**config.mk**
```make
export PLATFORM = sky130hd
export DESIGN_NAME = bram_frame_reader
export DESIGN_NICKNAME = d
export VERILOG_FILES = /design/src/rtl/bram_frame_reader_pkg.sv /design/src/rtl/bram_frame_reader_pix_skid_buf.sv /design/src/rtl/bram_frame_reader.sv
export SDC_FILE = /design/constraint.sdc
export NUM_CORES = 1
export LEC_CHECK = 0
export ABC_AREA = 1
export CELL_PAD_IN_SITES_DETAIL_PLACEMENT = 0
export CELL_PAD_IN_SITES_GLOBAL_PLACEMENT = 2
export CORE_ASPECT_RATIO = 0.8
export CORE_MARGIN = 5
export CORE_UTILIZATION = 34
export CTS_CLUSTER_SIZE = 8
export DETAILED_ROUTE_END_ITERATION = 8
export PLACE_DENSITY = 0.94
export SLEW_MARGIN = 0
export SYNTH_ARGS = -nofsm -noshare
export SYNTH_HDL_FRONTEND = slang
export SYNTH_HIERARCHICAL = 1
export SYNTH_SLANG_ARGS = --single-unit
```
**constraint.sdc**
```tcl
create_clock -name clk -period 3.06 [get_ports clk]
set_input_delay 0.612 -clock clk [delete_from_list [all_inputs] [get_ports clk]]
set_output_delay 0.612 -clock clk [all_outputs]
set_load 0.01 [all_outputs]
```
**src/rtl/bram_frame_reader_pkg.sv**
```systemverilog
// Shared defaults, state encoding and derived widths for bram_frame_reader.
package bram_frame_reader_pkg;

    localparam int N_DEF     = 13;
    localparam int W_DEF     = 16;
    localparam int H_RES_DEF = 128;
    localparam int V_RES_DEF = 64;
    localparam int XW        = $clog2(H_RES_DEF);
    localparam int YW        = $clog2(V_RES_DEF);

    typedef enum logic [1:0] {
        ST_IDLE  = 2'd0,
        ST_FETCH = 2'd1,
        ST_DRAIN = 2'd2
    } state_t;

    // Width of one buffered pixel entry {last, y, x, data}.
    function automatic int entry_width(input int xw, input int yw, input int dw);
        return 1 + yw + xw + dw;
    endfunction

endpackage

```
**src/rtl/bram_frame_reader_pix_skid_buf.sv**
```systemverilog
// pix_skid_buf: 2-entry FIFO holding {last, y, x, data}; head entry drives the
// output directly so valid/data never depend combinationally on ready.
module pix_skid_buf #(
    parameter int DW = 8
) (
    input  logic          clk,
    input  logic          clear,
    input  logic          i_push,
    input  logic [DW-1:0] i_data,
    output logic          o_valid,
    input  logic          i_ready,
    output logic [DW-1:0] o_data,
    output logic [1:0]    o_count
);

    logic [DW-1:0] r_head;
    logic [DW-1:0] r_tail;
    logic [1:0]    r_count;
    logic          w_pop;

    assign w_pop   = (r_count != 2'd0) && i_ready;
    assign o_valid = (r_count != 2'd0);
    assign o_data  = r_head;
    assign o_count = r_count;

    always_ff @(posedge clk) begin
        if (clear) begin
            r_head  <= '0;
            r_tail  <= '0;
            r_count <= '0;
        end else begin
            case ({i_push, w_pop})
                2'b10: begin
                    if (r_count == 2'd0) begin
                        r_head <= i_data;
                    end else begin
                        r_tail <= i_data;
                    end
                    r_count <= r_count + 2'd1;
                end
                2'b01: begin
                    r_head  <= r_tail;
                    r_count <= r_count - 2'd1;
                end
                2'b11: begin
                    if (r_count == 2'd1) begin
                        r_head <= i_data;
                    end else begin
                        r_head <= r_tail;
                        r_tail <= i_data;
                    end
                end
                default: ;
            endcase
        end
    end

endmodule

```
**src/rtl/bram_frame_reader.sv**
```systemverilog
// bram_frame_reader: raster-scans a frame BRAM onto a valid/ready pixel stream.
// Define BRAM_FRAME_READER_LOOP_EN for continuous frame looping.
module bram_frame_reader
    import bram_frame_reader_pkg::*;
#(
    parameter int n     = N_DEF,
    parameter int w     = W_DEF,
    parameter int H_RES = H_RES_DEF,
    parameter int V_RES = V_RES_DEF
) (
    input  logic                     clk,
    input  logic                     clear,
    input  logic                     start,
    output logic                     busy,
    output logic                     done,
    output logic [n-1:0]             bram_addr,
    output logic                     bram_read_write,
    input  logic [w-1:0]             bram_rdata,
    output logic [w-1:0]             pix_data,
    output logic [$clog2(H_RES)-1:0] pix_x,
    output logic [$clog2(V_RES)-1:0] pix_y,
    output logic                     pix_last,
    output logic                     pix_valid,
    input  logic                     pix_ready
);

    localparam int LXW = $clog2(H_RES);
    localparam int LYW = $clog2(V_RES);
    localparam int EW  = entry_width(LXW, LYW, w);
    localparam logic [n-1:0]   LAST_ADDR = n'(H_RES * V_RES - 1);
    localparam logic [LXW-1:0] X_MAX     = LXW'(H_RES - 1);

    state_t          r_state;
    logic [n-1:0]    r_addr;
    logic [LXW-1:0]  r_ix;
    logic [LYW-1:0]  r_iy;
    logic            r_inflight;
    logic [LXW-1:0]  r_fx;
    logic [LYW-1:0]  r_fy;
    logic            r_flast;
    logic            r_busy;
    logic            r_done;

    logic [EW-1:0]   w_head;
    logic [1:0]      w_count;
    logic            w_pop;
    logic [2:0]      w_level;
    logic            w_issue;
    logic            w_addr_last;

    assign bram_addr       = r_addr;
    assign bram_read_write = 1'b0;
    assign busy            = r_busy;
    assign done            = r_done;
    assign {pix_last, pix_y, pix_x, pix_data} = w_head;

    assign w_pop       = pix_valid && pix_ready;
    assign w_addr_last = (r_addr == LAST_ADDR);
    // A pop this cycle frees a slot, so counting it keeps 1 pixel/clk at full rate.
    assign w_level     = {1'b0, w_count} + {2'b00, r_inflight};
    assign w_issue     = (r_state == ST_FETCH) && (w_level < (3'd2 + {2'b00, w_pop}));

    pix_skid_buf #(
        .DW(EW)
    ) u_skid (
        .clk    (clk),
        .clear  (clear),
        .i_push (r_inflight),
        .i_data ({r_flast, r_fy, r_fx, bram_rdata}),
        .o_valid(pix_valid),
        .i_ready(pix_ready),
        .o_data (w_head),
        .o_count(w_count)
    );

    always_ff @(posedge clk) begin
        if (clear) begin
            r_state    <= ST_IDLE;
            r_addr     <= '0;
            r_ix       <= '0;
            r_iy       <= '0;
            r_inflight <= 1'b0;
            r_fx       <= '0;
            r_fy       <= '0;
            r_flast    <= 1'b0;
            r_busy     <= 1'b0;
            r_done     <= 1'b0;
        end else begin
            r_done     <= w_pop && pix_last;
            r_inflight <= w_issue;
            if (w_issue) begin
                r_fx    <= r_ix;
                r_fy    <= r_iy;
                r_flast <= w_addr_last;
            end
            case (r_state)
                ST_IDLE: begin
                    if (start) begin
                        r_state <= ST_FETCH;
                        r_addr  <= '0;
                        r_ix    <= '0;
                        r_iy    <= '0;
                        r_busy  <= 1'b1;
                    end
                end
                ST_FETCH: begin
                    if (w_issue) begin
                        if (w_addr_last) begin
`ifdef BRAM_FRAME_READER_LOOP_EN
                            r_addr <= '0;
                            r_ix   <= '0;
                            r_iy   <= '0;
`else
                            r_state <= ST_DRAIN;
`endif
                        end else begin
                            r_addr <= r_addr + n'(1);
                            if (r_ix == X_MAX) begin
                                r_ix <= '0;
                                r_iy <= r_iy + LYW'(1);
                            end else begin
                                r_ix <= r_ix + LXW'(1);
                            end
                        end
                    end
                end
                ST_DRAIN: begin
                    if (w_pop && pix_last) begin
                        r_state <= ST_IDLE;
                        r_busy  <= 1'b0;
                    end
                end
                default: r_state <= ST_IDLE;
            endcase
        end
    end

endmodule
```
Word level (Yosys, flattened, before mapping)
Cells that the tools add are included.
Storage, ports and cells
  register bits after elaboration: 107
  input port bits: 20
  word-level logic and storage cells: 84
Operators by class
  add/subtract/negate cells: 7
  order comparisons: 1
  equal/unequal tests: 17
  multiplexer cells: 29
  reductions and logical operators: 17
Operator list (number)
  30-bit two-way mux: 4
  30-bit case mux with 3 select lines: 1
  30-bit case mux with 2 select lines: 1
  13-bit two-way mux: 3
  7-bit two-way mux: 4
  13-bit case mux with 2 select lines: 1
  6-bit two-way mux: 4
  2-bit inequality test, second input constant: 7
  7-bit case mux with 2 select lines: 1
  13-bit by 1-bit adder with 13-bit output, second input constant: 1
  13-bit == test, second input constant: 1
  6-bit case mux with 2 select lines: 1
  2-bit nonzero test: 5
  2-bit two-way mux: 4
  4-bit AND reduction: 2
  7-bit by 1-bit adder with 7-bit output, second input constant: 1
  7-bit == test, second input constant: 1
  6-bit by 1-bit adder with 6-bit output, second input constant: 1
  2-bit by 1-bit == test with 1-bit output, second input constant: 3
  2-bit == test, second input constant: 3
  2-bit case mux with 3 select lines: 1
  3-bit AND reduction: 2
  5-bit AND reduction: 1
  2-bit zero test: 2
  other kinds (12): 16

Logic depth before layout (Yosys ltp)
Gate-level depths: netlist of run 1.
  depth in word-level cells: 7
  depth in mapped cells: 14

Modules after synthesis
Netlist of run 1, hierarchy kept.
Modules (own cells, without submodules)
  pix_skid_buf: times used 1, cells each 465, area an instance 3216.8 um^2, seq. area each 1241.2 um^2
  bram_frame_reader: times used 1, cells each 298, area an instance 2306.0 um^2, seq. area each 900.9 um^2

Least setup slack after synthesis of run 1
OpenSTA, ideal clock, no wires.
  path type: reg2reg
  start: register u_skid.r_count[0] (netlist: u_skid/o_count[0])
  end: register u_skid.r_tail[0]
  library setup time: 0.132 ns
  arrival time: 1.827 ns
  required time: 2.928 ns
  path slack: 1.101 ns
  stages on the path, launching flop included: 14
  buffers on the path: 2
  clock period less this slack: 1.959 ns
  path through: dfxtp_1 inv_1 ha_1 inv_1 nand2_4 buf_4 inv_1 ha_1 inv_2 nand2_1 nand3_1 buf_4 nand2_1 a21oi_1
Between the ends
  longest elaborated chain between the ends: 5
RTL lines
  start, declared: RTL line bram_frame_reader_pix_skid_buf.sv:18  | logic [1:0] r_count;
  start signal, assigned: RTL line bram_frame_reader_pix_skid_buf.sv:39  | r_count <= r_count + 2'd1;
  start signal, assigned: RTL line bram_frame_reader_pix_skid_buf.sv:43  | r_count <= r_count - 2'd1;
  2-bit nonzero test *
  named net pix_valid: RTL line bram_frame_reader.sv:23  | output logic pix_valid,
  1-bit logical AND *: RTL line bram_frame_reader_pix_skid_buf.sv:21  | assign w_pop = (r_count != 2'd0) && i_ready;
  2-bit == test: RTL line bram_frame_reader_pix_skid_buf.sv:32  | case ({i_push, w_pop})
  2-bit inequality test (no line) / 2-bit nonzero test (equally long branches)
  3-bit AND reduction (no line)
  end signal, assigned: RTL line bram_frame_reader_pix_skid_buf.sv:37  | r_tail <= i_data;
  end signal, assigned: RTL line bram_frame_reader_pix_skid_buf.sv:50  | r_tail <= i_data;
  end, declared: RTL line bram_frame_reader_pix_skid_buf.sv:17  | logic [DW-1:0] r_tail;
The timed path passes the listed nets; every way through them passes the cells marked *.
A chain may end at the register's enable or synchronous reset.

Worst setup path after layout of run 1
  start: register u_skid.r_count[0] (netlist: u_skid/o_count[0])
  end: output pix_valid
Between the ends
  longest elaborated chain between the ends: 1
RTL lines
  2-bit nonzero test: RTL line bram_frame_reader_pix_skid_buf.sv:22  | assign o_valid = (r_count != 2'd0);
  end, declared: RTL line bram_frame_reader.sv:23
Every way passes these cells.

==> summary.md, run 1 <==
| Metric | Value |
|---|---|
| Number of buffers added to fix hold violations after cts | `0` |
| Die span in x | `between 150 and 200 um` |
| Clock Tree Root | `sky130_fd_sc_hd__clkbuf_16` |
| Clock skew after layout | `between 9 and 10 ps` |
| Top Family by Delay on Critical Path | `buffers and inverters` |
| Inst Count DP | `about 1000` |
| Pwr Density | `between 700 and 800 nW/um^2` |
| Total Power | `approximately 5.2 mW` |
| Setup Slack @ Placement | `~480 ps` |
| Number of cells traversed by the worst hold path | `2` |
| Adder-cell area share of the yosys netlist | `between 2 and 3%` |
| Post-synthesis average cell area | `between 7 and 8 um^2` |
| Total Routed Length | `between 10000 and 15000 um` |
| Post-DR vias/cell | `between 4 and 5` |
| Max frequency | `approximately 0.42 GHz` |
| Number of endpoints with negative hold slack in the final report | `0` |
| Leakage dissipation | `2.884 nW` |
| Placed wire-length estimate after detailed placement | `between 9000 and 10000 um` |
| Total Neg Setup Slack | `0 ps` |
| Clock-pin slew of the registers on the worst-case setup and hold paths | `about 70 ps` |
| Number of setup violations in the final report | `0` |
| Compound-Gate Fraction of Synth Area | `9.946%` |
| Clock tree buffer depth | `2` |
| Type of destination of the critical path | `output port` |
| WP depth | `4` |
| Tightest Pin Transition | `622.2 ps` |
| First-iteration detailed-routing DRC count | `approximately 340` |
| Final period utilization | `78.48%` |
| H-tree levels | `3` |
| Total congestion overflow after global routing | `0` |
| Resized Gates After CTS | `0` |
| Post-layout min period | `about 2400 ps` |
| Multiplexer area fraction after synthesis | `0%` |
| Worst min-delay path class | `flip-flop to flip-flop` |
| DR vias | `roughly 4800` |
| Maximum number of pins on one net before global-route repair | `35` |
| Worst-case setup margin in the final layout | `roughly 660 ps` |
| IR Drop Worst-Case VDD | `around 340 uV` |
| Worst stage delay on the critical path | `roughly 570 ps` |
| Relative max-transition margin | `just under 60%` |
| DR DRC count | `0` |
| Main combinational cell family by area after synthesis | `simple AND/OR/NAND/NOR gates` |
| Area of the core | `15850 um^2` |
| RSZ-0062 raised after global routing | `false` |
| Classification of the worst setup path | `flip-flop to output port` |
| End-of-flow core utilization | `41.64%` |
| Sequential cell area fraction in the yosys report | `roughly two fifths` |
| Global-route wire length before repair | `~23000 um` |
| Buffer count from post-CTS setup fixing | `0` |
| Fraction of layout instances using a drive strength above 1 | `between 10% and 20%` |
| Number of nets produced by synthesis | `795` |
| Buffers & Inverters on Critical Path | `3` |
| Sequence of cells on the critical path | `inv_1 -> ha_1 -> inv_1 -> clkdlybuf4s50_1` |
| Layout Cells excl Fill | `slightly above 1000` |
| Worst EP arrival | `about 1800 ps` |
| Number of sinks handled by clock tree synthesis | `107` |
| Flip-flop and latch count after synthesis | `between 100 and 150` |
| Post-route antenna net violation count | `0` |
| Synthesized netlist cell count | `763` |
| Gp weighted congestion | `between 0.7 and 0.8` |
| Most used cell along the critical path | `sky130_fd_sc_hd__inv_1` |
| Path depth of the worst reg2reg path | `11` |
| Insertion delay of the later-clocked pin in the worst-skew pair | `between 300 and 400 ps` |
| CTS tree | `yes` |
| Synth cell types | `39` |
| Number of antenna diodes | `0` |
| Number of top-level design ports | `67` |
| GRT Overall Usage | `about 15%` |
| Area added between synthesis and finish | `19.51%` |
| Detailed-routing iteration count for the pre-antenna-repair pass | `5` |
| Vias in the first global route | `between 4000 and 5000` |
| Final instance area | `around 6600 um^2` |
| Die Height | `124.0 um` |
| Parity-gate share of the synthesized area counting xor and xnor cells | `1.110%` |
| Sort of element at the start of the critical path | `flip-flop` |
| Cell Area, Placed | `between 6000 and 7000 um^2` |
| Result of the run | `complete, no violations` |
| Synth Area in Simple Gates | `between 30% and 40%` |
| Max_cap viols | `0` |
| Antenna violations before repair | `0` |
| Critical path fanouts, max | `5` |
| Worst hold margin | `463.6 ps` |
| Total of buffers placed on input and output ports | `65` |
| Die Outline Area | `about 19000 um^2` |
| Detail-routed net length per standard cell | `roughly 13 um` |
| Site row count | `41` |
| Max-slew violation total from the final report | `0` |
| Clock buffers created by TritonCTS | `9` |
| Required time of the critical path | `2450 ps` |
| Starting density of the core | `around a third` |
| Cell at the slowest stage of the critical path | `sky130_fd_sc_hd__clkdlybuf4s50_1` |
| YS warnings | `6` |
| Post-synthesis instance area | `approximately 5500 um^2` |
| Count of nets after finishing | `around 850` |
[path summary, 6_finish.rpt]
kind                                     endpoint  slack [ps]               from
worst min-delay path            u_skid/r_tail[23]         460  u_skid/r_tail[23]
worst min register to register  u_skid/r_tail[23]         460  u_skid/r_tail[23]
worst max-delay path                    pix_valid         660  u_skid/o_count[0]
worst max register to register   u_skid/r_tail[4]         780  u_skid/o_count[0]
[kinds of logic (layout without fill, tap and decap cells)]
logic type	count (synthesis)	after routing
XOR/XNOR	7	7
buffers and inverters	139	194
adder cells (fa/ha/maj)	12	12
other	1	1
flip-flops	107	107
AND/OR/NAND/NOR	396	396
AO/OA/AOI/OAI	101	101
[synth_stat cells (all sizes together)]
cell    number  area (um^2)
a21oi       72        397.9
nand3       74        375.4
o21ai       26        130.1
o31ai        1        7.510
xnor2        1        8.760
nand2      202        850.8
nor2        49        244.0
xor2         6        52.55
dfxtp      107         2142
inv         84        317.8
nand4       35        240.2
nor3         3        15.01
o21a         1        7.510
ha          12        150.1
a31oi        1        6.260
clkbuf       8        31.28
conb         1        3.750
buf         39        259.0
nand3b      30        225.2
nor3b        3        27.52
clkinv       8        30.03
[layout by cell type, fill, tap and decap left out, drive strengths merged, types with 26 or more instances in the layout]
cell and instances:
inv 85, a21oi 72, nor2 49, clkdlybuf4s50 64
nand3b 30, nand4 35, nand2 202, o21ai 26
dfxtp 107, nand3 74
[worst reg2reg max path: cells and delay by family (launching register included)]
family	cells	cell delay, ps
fa+ha+maj	2	430
compound gates	1	130
simple gates	4	650
buf+inv	4	590
flops	1	410
[layout make-up]
type	count	area (um^2)
timing repair buffer	86	803.3
inverter	92	347.8
sequential	107	2142
clock inverter	4	48.80
fill	1639	9251
tap	215	269.0
clock buffer	12	246.5
multi-input combinational	517	2743
[metal layers]
layer | global-route usage (%) | share of wire, %
met3 | 2.952 | 3.4
met4 | 4.174 | 1.2
met2 | 21.64 | 42
met5 | 0 | 0
met1 | 22.29 | 54
[where the power goes]
group | switching, mW | internal (mW)
Sequential | 0.190 | 1.71
Clock | 0.518 | 0.658
Combinational | 1.19 | 0.951
Total | 1.90 | 3.32
[state kept, by name, summed over array words and instances (netlist names)]
register / count
bram_addr: 13
busy: 1
done: 1
r_flast: 1
r_fx: 7
r_fy: 6
r_inflight: 1
r_ix: 7
r_iy: 6
r_state: 2
u_skid/o_count: 2
u_skid/o_data: 30
u_skid/r_tail: 30
No activity file was read; power rests on OpenSTA's default activity.
==> run 2: changes to the inputs <==
CORE_UTILIZATION = 29   (was 34)
PLACE_DENSITY = 0.87   (was 0.94)
clock period = 2.1 ns   (was 3.06 ns; I/O delays follow)
==> run 2 against run 1 <==
Sequential cell count did not move. Clock power rose by 38%. Register-to-register slack got worse by 590 ps. Global-route usage fell by 1.4 points. Final cell count rose by 6.5%. Power rose by 49%. Non-clock buffer count rose by 24. Sequential share of layout area fell by 1.4 points. Hold slack improved by 1.6 ps. Critical endpoint is now u_skid/o_data[23]. Largest power group unchanged.
==> summary.md, run 2 (synthesis gave the netlist of run 1 again) <==
| Metric | Value |
|---|---|
| Relative max-transition margin | `54.96% (was 58.48%)` |
| Clock tree buffer depth | `2 (unchanged)` |
| Clock Tree Root | `sky130_fd_sc_hd__clkbuf_16 (unchanged)` |
| Share of power burned in the clock network | `21.0% (was 22.5%)` |
| Number of antenna diodes | `0 (unchanged)` |
| Post-route antenna net violation count | `0 (unchanged)` |
| Vias in the first global route | `4658 (was 4472)` |
| Classification of the worst setup path | `flip-flop to flip-flop (was flip-flop to output port)` |
| Clock skew after layout | `7.943 ps (was 9.218 ps)` |
| Fraction of layout instances using a drive strength above 1 | `13.30% (was 10.15%)` |
| Detailed-routing iteration count for the pre-antenna-repair pass | `5 (unchanged)` |
| Global-route wire length before repair | `24250 um (was 23130 um)` |
| Result of the run | `complete, no violations (unchanged)` |
| Die Outline Area | `21920 um^2 (was 18910 um^2)` |
| Number of top-level design ports | `67 (unchanged)` |
| Placed wire-length estimate after detailed placement | `10120 um (was 9367 um)` |
| Maximum number of pins on one net before global-route repair | `56 (was 35)` |
| Count of nets after finishing | `869 (was 845)` |
| DR DRC count | `0 (unchanged)` |
| Total Neg Setup Slack | `0 ps (unchanged)` |
| DR vias | `4895 (was 4788)` |
| Max frequency | `roughly 0.52 GHz` |
| Minimum setup slack among reg-to-reg paths | `190 ps (was 780 ps)` |
| Die Height | `133.4 um (was 124.0 um)` |
| H-tree levels | `3 (unchanged)` |
| Most common cell after layout, fill and taps aside | `sky130_fd_sc_hd__nand2_1 (unchanged)` |
| Sort of element at the start of the critical path | `flip-flop (unchanged)` |
| Switching Fraction | `37.13% (was 36.37%)` |
| Total of buffers placed on input and output ports | `65 (unchanged)` |
| Number of endpoints with negative hold slack in the final report | `0 (unchanged)` |
| Final period utilization | `between 90% and 100%` |
| Required time of the critical path | `2350 ps (was 2450 ps)` |
| Layout Cells excl Fill | `1100 (was 1033)` |
| Total Routed Length | `14410 um (was 13700 um)` |
| CTS tree | `yes (unchanged)` |
| Gp weighted congestion | `0.8123 (was 0.7783)` |
| Highest-count cells in the layout ignoring fill and taps | `sky130_fd_sc_hd__nand2_1 (179), sky130_fd_sc_hd__dfxtp_1 (107), sky130_fd_sc_hd__inv_1 (80), sky130_fd_sc_hd__nand3_1 (72), sky130_fd_sc_hd__clkdlybuf4s50_1 (63) (was sky130_fd_sc_hd__nand2_1 (179), sky130_fd_sc_hd__dfxtp_1 (107), sky130_fd_sc_hd__inv_1 (81), sky130_fd_sc_hd__nand3_1 (73), sky130_fd_sc_hd__clkdlybuf4s50_1 (64))` |
| First-iteration detailed-routing DRC count | `329 (was 341)` |
| Part of the power in registers | `35.4% (was 36.4%)` |
| Final instance area | `6890 um^2 (was 6600 um^2)` |
| Insertion delay of the later-clocked pin in the worst-skew pair | `350 ps (about the same)` |
| Type of destination of the critical path | `flip-flop (was output port)` |
| Site row count | `45 (was 41)` |
| Max_cap viols | `0 (unchanged)` |
| Max-slew violation total from the final report | `0 (unchanged)` |
| IR Drop Worst-Case VDD | `498.1 uV (was 337.2 uV)` |
| Most used cell along the critical path | `sky130_fd_sc_hd__nand2_1 (was sky130_fd_sc_hd__inv_1)` |
| Proportion of power drawn by combinational gates | `43.7% (was 41.0%)` |
| Sequence of cells on the critical path | `inv_1 -> ha_1 -> inv_2 -> nand2_4 -> inv_1 -> ha_1 -> nand2_1 -> nand2_1 -> buf_12 -> nand2_1 -> nand3_1 -> nand2_1 -> inv_1 (was inv_1 -> ha_1 -> inv_1 -> clkdlybuf4s50_1)` |
| Inst Count DP | `1083 (was 1017)` |
| Clock-pin slew of the registers on the worst-case setup and hold paths | `80 ps (was 70 ps)` |
| Die span in x | `164.3 um (was 152.5 um)` |
| Worst EP arrival | `2170 ps (was 1790 ps)` |
| P_sw | `2.893 mW (was 1.899 mW)` |
| Antenna violations before repair | `0 (unchanged)` |
| Power Internal | `4.899 mW (was 3.322 mW)` |
| Tightest Pin Transition | `675.6 ps (was 622.2 ps)` |
| Post-DR vias/cell | `4.450 (was 4.635)` |
| Worst min-delay path class | `flip-flop to flip-flop (unchanged)` |
| Number of setup violations in the final report | `0 (unchanged)` |
| Cell at the slowest stage of the critical path | `sky130_fd_sc_hd__dfxtp_1 (was sky130_fd_sc_hd__clkdlybuf4s50_1)` |
| Area added between synthesis and finish | `24.76% (was 19.51%)` |
| Cell Area, Placed | `6594 um^2 (was 6305 um^2)` |
| Clock buffers created by TritonCTS | `9 (unchanged)` |
| Number of sinks handled by clock tree synthesis | `107 (unchanged)` |
| Pwr Density | `1131 nW/um^2 (was 791.0 nW/um^2)` |
| Area of the core | `18860 um^2 (was 15850 um^2)` |
| Starting density of the core | `29.28% (was 34.84%)` |
| Worst stage delay on the critical path | `320 ps (was 570 ps)` |
| Post-layout min period | `approximately 1900 ps` |
| GRT Overall Usage | `13.50% (was 14.86%)` |
| Critical path fanouts, max | `17 (was 5)` |
| Total congestion overflow after global routing | `0 (unchanged)` |
| Leakage dissipation | `3.021 nW (was 2.884 nW)` |
| Detail-routed net length per standard cell | `13.10 um (was 13.26 um)` |
[run 2: cell count changes in the layout (fill, tap and decap cells not counted), moves of 2 or more]
cell                       delta
sky130_fd_sc_hd__clkinv_4     +4
sky130_fd_sc_hd__buf_12       +5
sky130_fd_sc_hd__buf_4       +18
sky130_fd_sc_hd__clkbuf_1     -2
[run 2: worst paths after layout]
check                                        from                 to  cells past startpoint
worst max-delay path            u_skid/o_count[1]  u_skid/o_data[23]                     13
worst min-delay path            u_skid/r_tail[26]  u_skid/r_tail[26]                      2
worst max register to register  u_skid/o_count[1]  u_skid/o_data[23]                     13
worst min register to register  u_skid/r_tail[26]  u_skid/r_tail[26]                      2
[run 2: routing by layer]
layer / track usage [%] / vias to the layer above / routed length [um]
met2: 19.22 / 79 / 6082
met3: 3.310 / 11 / 627
met4: 2.236 / 0 / 122
met1: 20.73 / 2189 / 7575
met5: 0 / - / 0
li1: - / 2616 / -
[run 2: final cells by class]
type / count / area, um^2
fillers: 2008 / 11970
multi-input cells: 517 / 2750
flip-flops and latches: 107 / 2142
repair buffers: 110 / 1049
inverters: 92 / 347.8
well taps: 258 / 322.8
clock buffers: 9 / 225.2
clock inverters: 7 / 53.80
[run 2: per-stage QoR]
step	total power, mW	util, %	setup slack (ps)	hold WS (ps)
floorplan	4.878	-	141.0	438.2
global placement	6.226	34.96	-59.38	446.6
detailed placement	6.228	34.96	-75.77	452.2
CTS	7.898	36.43	140.0	463.7
global route	8.401	36.53	-11.03	481.5
finish	7.792	36.53	185.6	465.2
[run 2: critical path, delay by kind of cell (launching register included)]
kind	cells	cell delay [ps]
AND/OR/NAND/NOR	6	590
buffers and inverters	5	460
adder cells (fa/ha/maj)	2	440
flip-flops	1	320
[run 2: power groups by stage]
stage / logic, mW / clock network (mW) / registers [mW]
6_report: 3.40 / 1.63 / 2.76
4_1_cts: 3.44 / 1.70 / 2.76
3_5_place_dp: 3.42 / 0 / 2.80
3_3_place_gp: 3.42 / 0 / 2.81
2_1_floorplan: 1.99 / 0 / 2.89
5_1_grt: 3.80 / 1.78 / 2.83
[run 2: repair_timing]
action / CTS / global route
setup endpoints to repair: 1 / 22
gates cloned: 0 / 0
buffers inserted: 0 / 1
pin swaps: 0 / 1
resized for setup: 2 / 3
hold buffers: 0 / 0
hold endpoints to repair: 0 / 0
==> run 3: changes to the inputs <==
HOLD_SLACK_MARGIN = 0.03   (was not set)
TNS_END_PERCENT = 1   (was not set)
==> run 3 against run 2 <==
Final cell count hardly changed. Register-to-register slack hardly changed. Power barely moved. Critical path type unchanged. Combinational power barely moved. Final area down 0.11%. First-iteration DRC count up 13%. Clock power about the same. Global-route usage did not move. Sequential share of layout area about the same. Wire length increased by 0.44%. Count of clock-buffer cells in the layout unchanged. Non-clock buffer count shrank 1.
==> summary.md, run 3 (synthesis gave the netlist of run 1 again) <==
| Metric | Value |
|---|---|
| Result of the run | `complete, no violations (unchanged)` |
| Worst min-delay path class | `flip-flop to flip-flop (unchanged)` |
| Die Height | `133.4 um (unchanged)` |
| Sort of element at the start of the critical path | `flip-flop (unchanged)` |
| First-iteration detailed-routing DRC count | `371 (was 329)` |
| Detail-routed net length per standard cell | `13.17 um (was 13.10 um)` |
| Most common cell after layout, fill and taps aside | `sky130_fd_sc_hd__nand2_1 (unchanged)` |
| Clock Tree Root | `sky130_fd_sc_hd__clkbuf_16 (unchanged)` |
| Site row count | `45 (unchanged)` |
| Gp weighted congestion | `0.8123 (unchanged)` |
| Leakage dissipation | `3.017 nW (was 3.021 nW)` |
| DR DRC count | `0 (unchanged)` |
| Required time of the critical path | `2350 ps (about the same)` |
| Antenna violations before repair | `0 (unchanged)` |
| Layout Cells excl Fill | `1099 (was 1100)` |
| Highest-count cells in the layout ignoring fill and taps | `sky130_fd_sc_hd__nand2_1 (179), sky130_fd_sc_hd__dfxtp_1 (107), sky130_fd_sc_hd__inv_1 (80), sky130_fd_sc_hd__nand3_1 (72), sky130_fd_sc_hd__clkdlybuf4s50_1 (63) (unchanged)` |
| Number of endpoints with negative hold slack in the final report | `0 (unchanged)` |
| Area added between synthesis and finish | `24.63% (was 24.76%)` |
| Classification of the worst setup path | `flip-flop to flip-flop (unchanged)` |
| Worst stage delay on the critical path | `320 ps (about the same)` |
| Clock skew after layout | `7.108 ps (was 7.943 ps)` |
| Post-layout min period | `1904 ps (was 1914 ps)` |
| DR vias | `4958 (was 4895)` |
| Number of buffers added to fix hold violations after cts | `0 (unchanged)` |
| Insertion delay of the later-clocked pin in the worst-skew pair | `350 ps (about the same)` |
| Number of setup violations in the final report | `0 (unchanged)` |
| Max-slew violation total from the final report | `0 (unchanged)` |
| Clock-pin slew of the registers on the worst-case setup and hold paths | `70 ps (was 80 ps)` |
| Total of buffers placed on input and output ports | `65 (unchanged)` |
| Top Family by Delay on Critical Path | `simple AND/OR/NAND/NOR gates (unchanged)` |
| Clock tree buffer depth | `2 (unchanged)` |
| IR Drop Worst-Case VDD | `498.2 uV (was 498.1 uV)` |
| Type of destination of the critical path | `flip-flop (unchanged)` |
| Die span in x | `164.3 um (unchanged)` |
| Max frequency | `0.5251 GHz (was 0.5224 GHz)` |
| Filler Cell Count | `2008 (unchanged)` |
| Starting density of the core | `29.28% (unchanged)` |
| Final period utilization | `90.68% (was 91.16%)` |
| Sequence of cells on the critical path | `inv_1 -> ha_1 -> inv_2 -> nand2_4 -> inv_1 -> ha_1 -> nand2_1 -> nand2_1 -> buf_12 -> nand2_1 -> nand3_1 -> nand2_1 -> inv_1 (unchanged)` |
| Worst EP arrival | `2160 ps (was 2170 ps)` |
| Number of top-level design ports | `67 (unchanged)` |
| Critical path fanouts, max | `17 (unchanged)` |
| Worst hold margin | `463.2 ps (was 465.2 ps)` |
| Vias in the first global route | `4658 (unchanged)` |
| Global-route wire length before repair | `24250 um (unchanged)` |
| Post-route antenna net violation count | `0 (unchanged)` |
| Relative max-transition margin | `53.46% (was 54.96%)` |
| Pwr Density | `1132 nW/um^2 (was 1131 nW/um^2)` |
| Total congestion overflow after global routing | `0 (unchanged)` |
| CTS tree | `yes (unchanged)` |
| Max_cap viols | `0 (unchanged)` |
| Number of sinks handled by clock tree synthesis | `107 (unchanged)` |
| Total Routed Length | `14470 um (was 14410 um)` |
| Inst Count DP | `1083 (unchanged)` |
| Count of nets after finishing | `868 (was 869)` |
| Buffers & Inverters on Critical Path | `5 (unchanged)` |
| Cell at the slowest stage of the critical path | `sky130_fd_sc_hd__dfxtp_1 (unchanged)` |
| Post-DR vias/cell | `4.511 (was 4.450)` |
| Total Neg Setup Slack | `0 ps (unchanged)` |
| Area of the core | `18860 um^2 (unchanged)` |
| H-tree levels | `3 (unchanged)` |
| Maximum number of pins on one net before global-route repair | `56 (unchanged)` |
| Total Power | `7.789 mW (was 7.792 mW)` |
| Buffer count from post-CTS setup fixing | `0 (unchanged)` |
| Die Outline Area | `21920 um^2 (unchanged)` |
| GRT Overall Usage | `13.50% (unchanged)` |
| Detailed-routing iteration count for the pre-antenna-repair pass | `5 (unchanged)` |
| Fraction of layout instances using a drive strength above 1 | `13.20% (was 13.30%)` |
| Number of antenna diodes | `0 (unchanged)` |
| Tightest Pin Transition | `698.1 ps (was 675.6 ps)` |
| Clock buffers created by TritonCTS | `9 (unchanged)` |
| Placed wire-length estimate after detailed placement | `10120 um (unchanged)` |
| Most used cell along the critical path | `sky130_fd_sc_hd__nand2_1 (unchanged)` |
-- run 3: cell types whose count changed in the layout (fill, tap and decap cells not counted), sizes merged --
| cell | delta |
|---|---|
| buf | -1 |
-- run 3: final timing paths --
path,start,to,slack (ps),cells after the start
max,u_skid/o_count[1],u_skid/o_data[23],200,13
min,u_skid/r_tail[20],u_skid/r_tail[20],460,2
max reg2reg,u_skid/o_count[1],u_skid/o_data[23],200,13
min reg2reg,u_skid/r_tail[20],u_skid/r_tail[20],460,2
-- run 3: layer usage --
metal / global-route usage (%) / part of all wire (%) / up-vias
li1: - / - / 2617
met1: 20.73 / 53 / 2242
met2: 19.22 / 43 / 91
met3: 3.310 / 3.8 / 8
met4: 2.236 / 0.58 / 0
met5: 0 / 0 / -
-- run 3: through the flow --
stage	util [%]	setup slack [ps]	area [um^2]
2_1_floorplan	-	141.0	5523
3_3_place_gp	34.96	-59.38	6594
3_5_place_dp	34.96	-75.77	6594
4_1_cts	36.43	140.0	6872
5_1_grt	36.49	-11.03	6883
6_report	36.49	195.7	6883
-- run 3: report_power, final --
part           switching (mW)  internal (mW)
Combinational            1.82           1.59
Clock                   0.814          0.814
Sequential              0.262           2.49
Total                    2.90           4.89
-- run 3: timing repair --
action,CTS,global route
resized for setup,2,3
endpoints found under the setup margin,1,22
pin swaps,0,1
-- run 3: worst reg2reg max path: stages, from the launching register on --
cell and delay, ps:
sky130_fd_sc_hd__dfxtp_1 320, sky130_fd_sc_hd__inv_1 100, sky130_fd_sc_hd__ha_1 230, sky130_fd_sc_hd__inv_2 90, sky130_fd_sc_hd__nand2_4 70, sky130_fd_sc_hd__inv_1 70, sky130_fd_sc_hd__ha_1 210, sky130_fd_sc_hd__nand2_1 130
sky130_fd_sc_hd__nand2_1 130, sky130_fd_sc_hd__buf_12 180, sky130_fd_sc_hd__nand2_1 60, sky130_fd_sc_hd__nand3_1 110, sky130_fd_sc_hd__nand2_1 80, sky130_fd_sc_hd__inv_1 30
-- run 3: area by class of cell --
type,instances,area [um^2],share of cell area [%]
Clock inverter,7,53.80,0.7817
Tap cell,258,322.8,4.690
Multi-Input combinational cell,517,2750,39.96
Inverter,92,347.8,5.054
Sequential cell,107,2142,31.12
Clock buffer,9,225.2,3.272
Timing Repair Buffer,109,1041,15.12
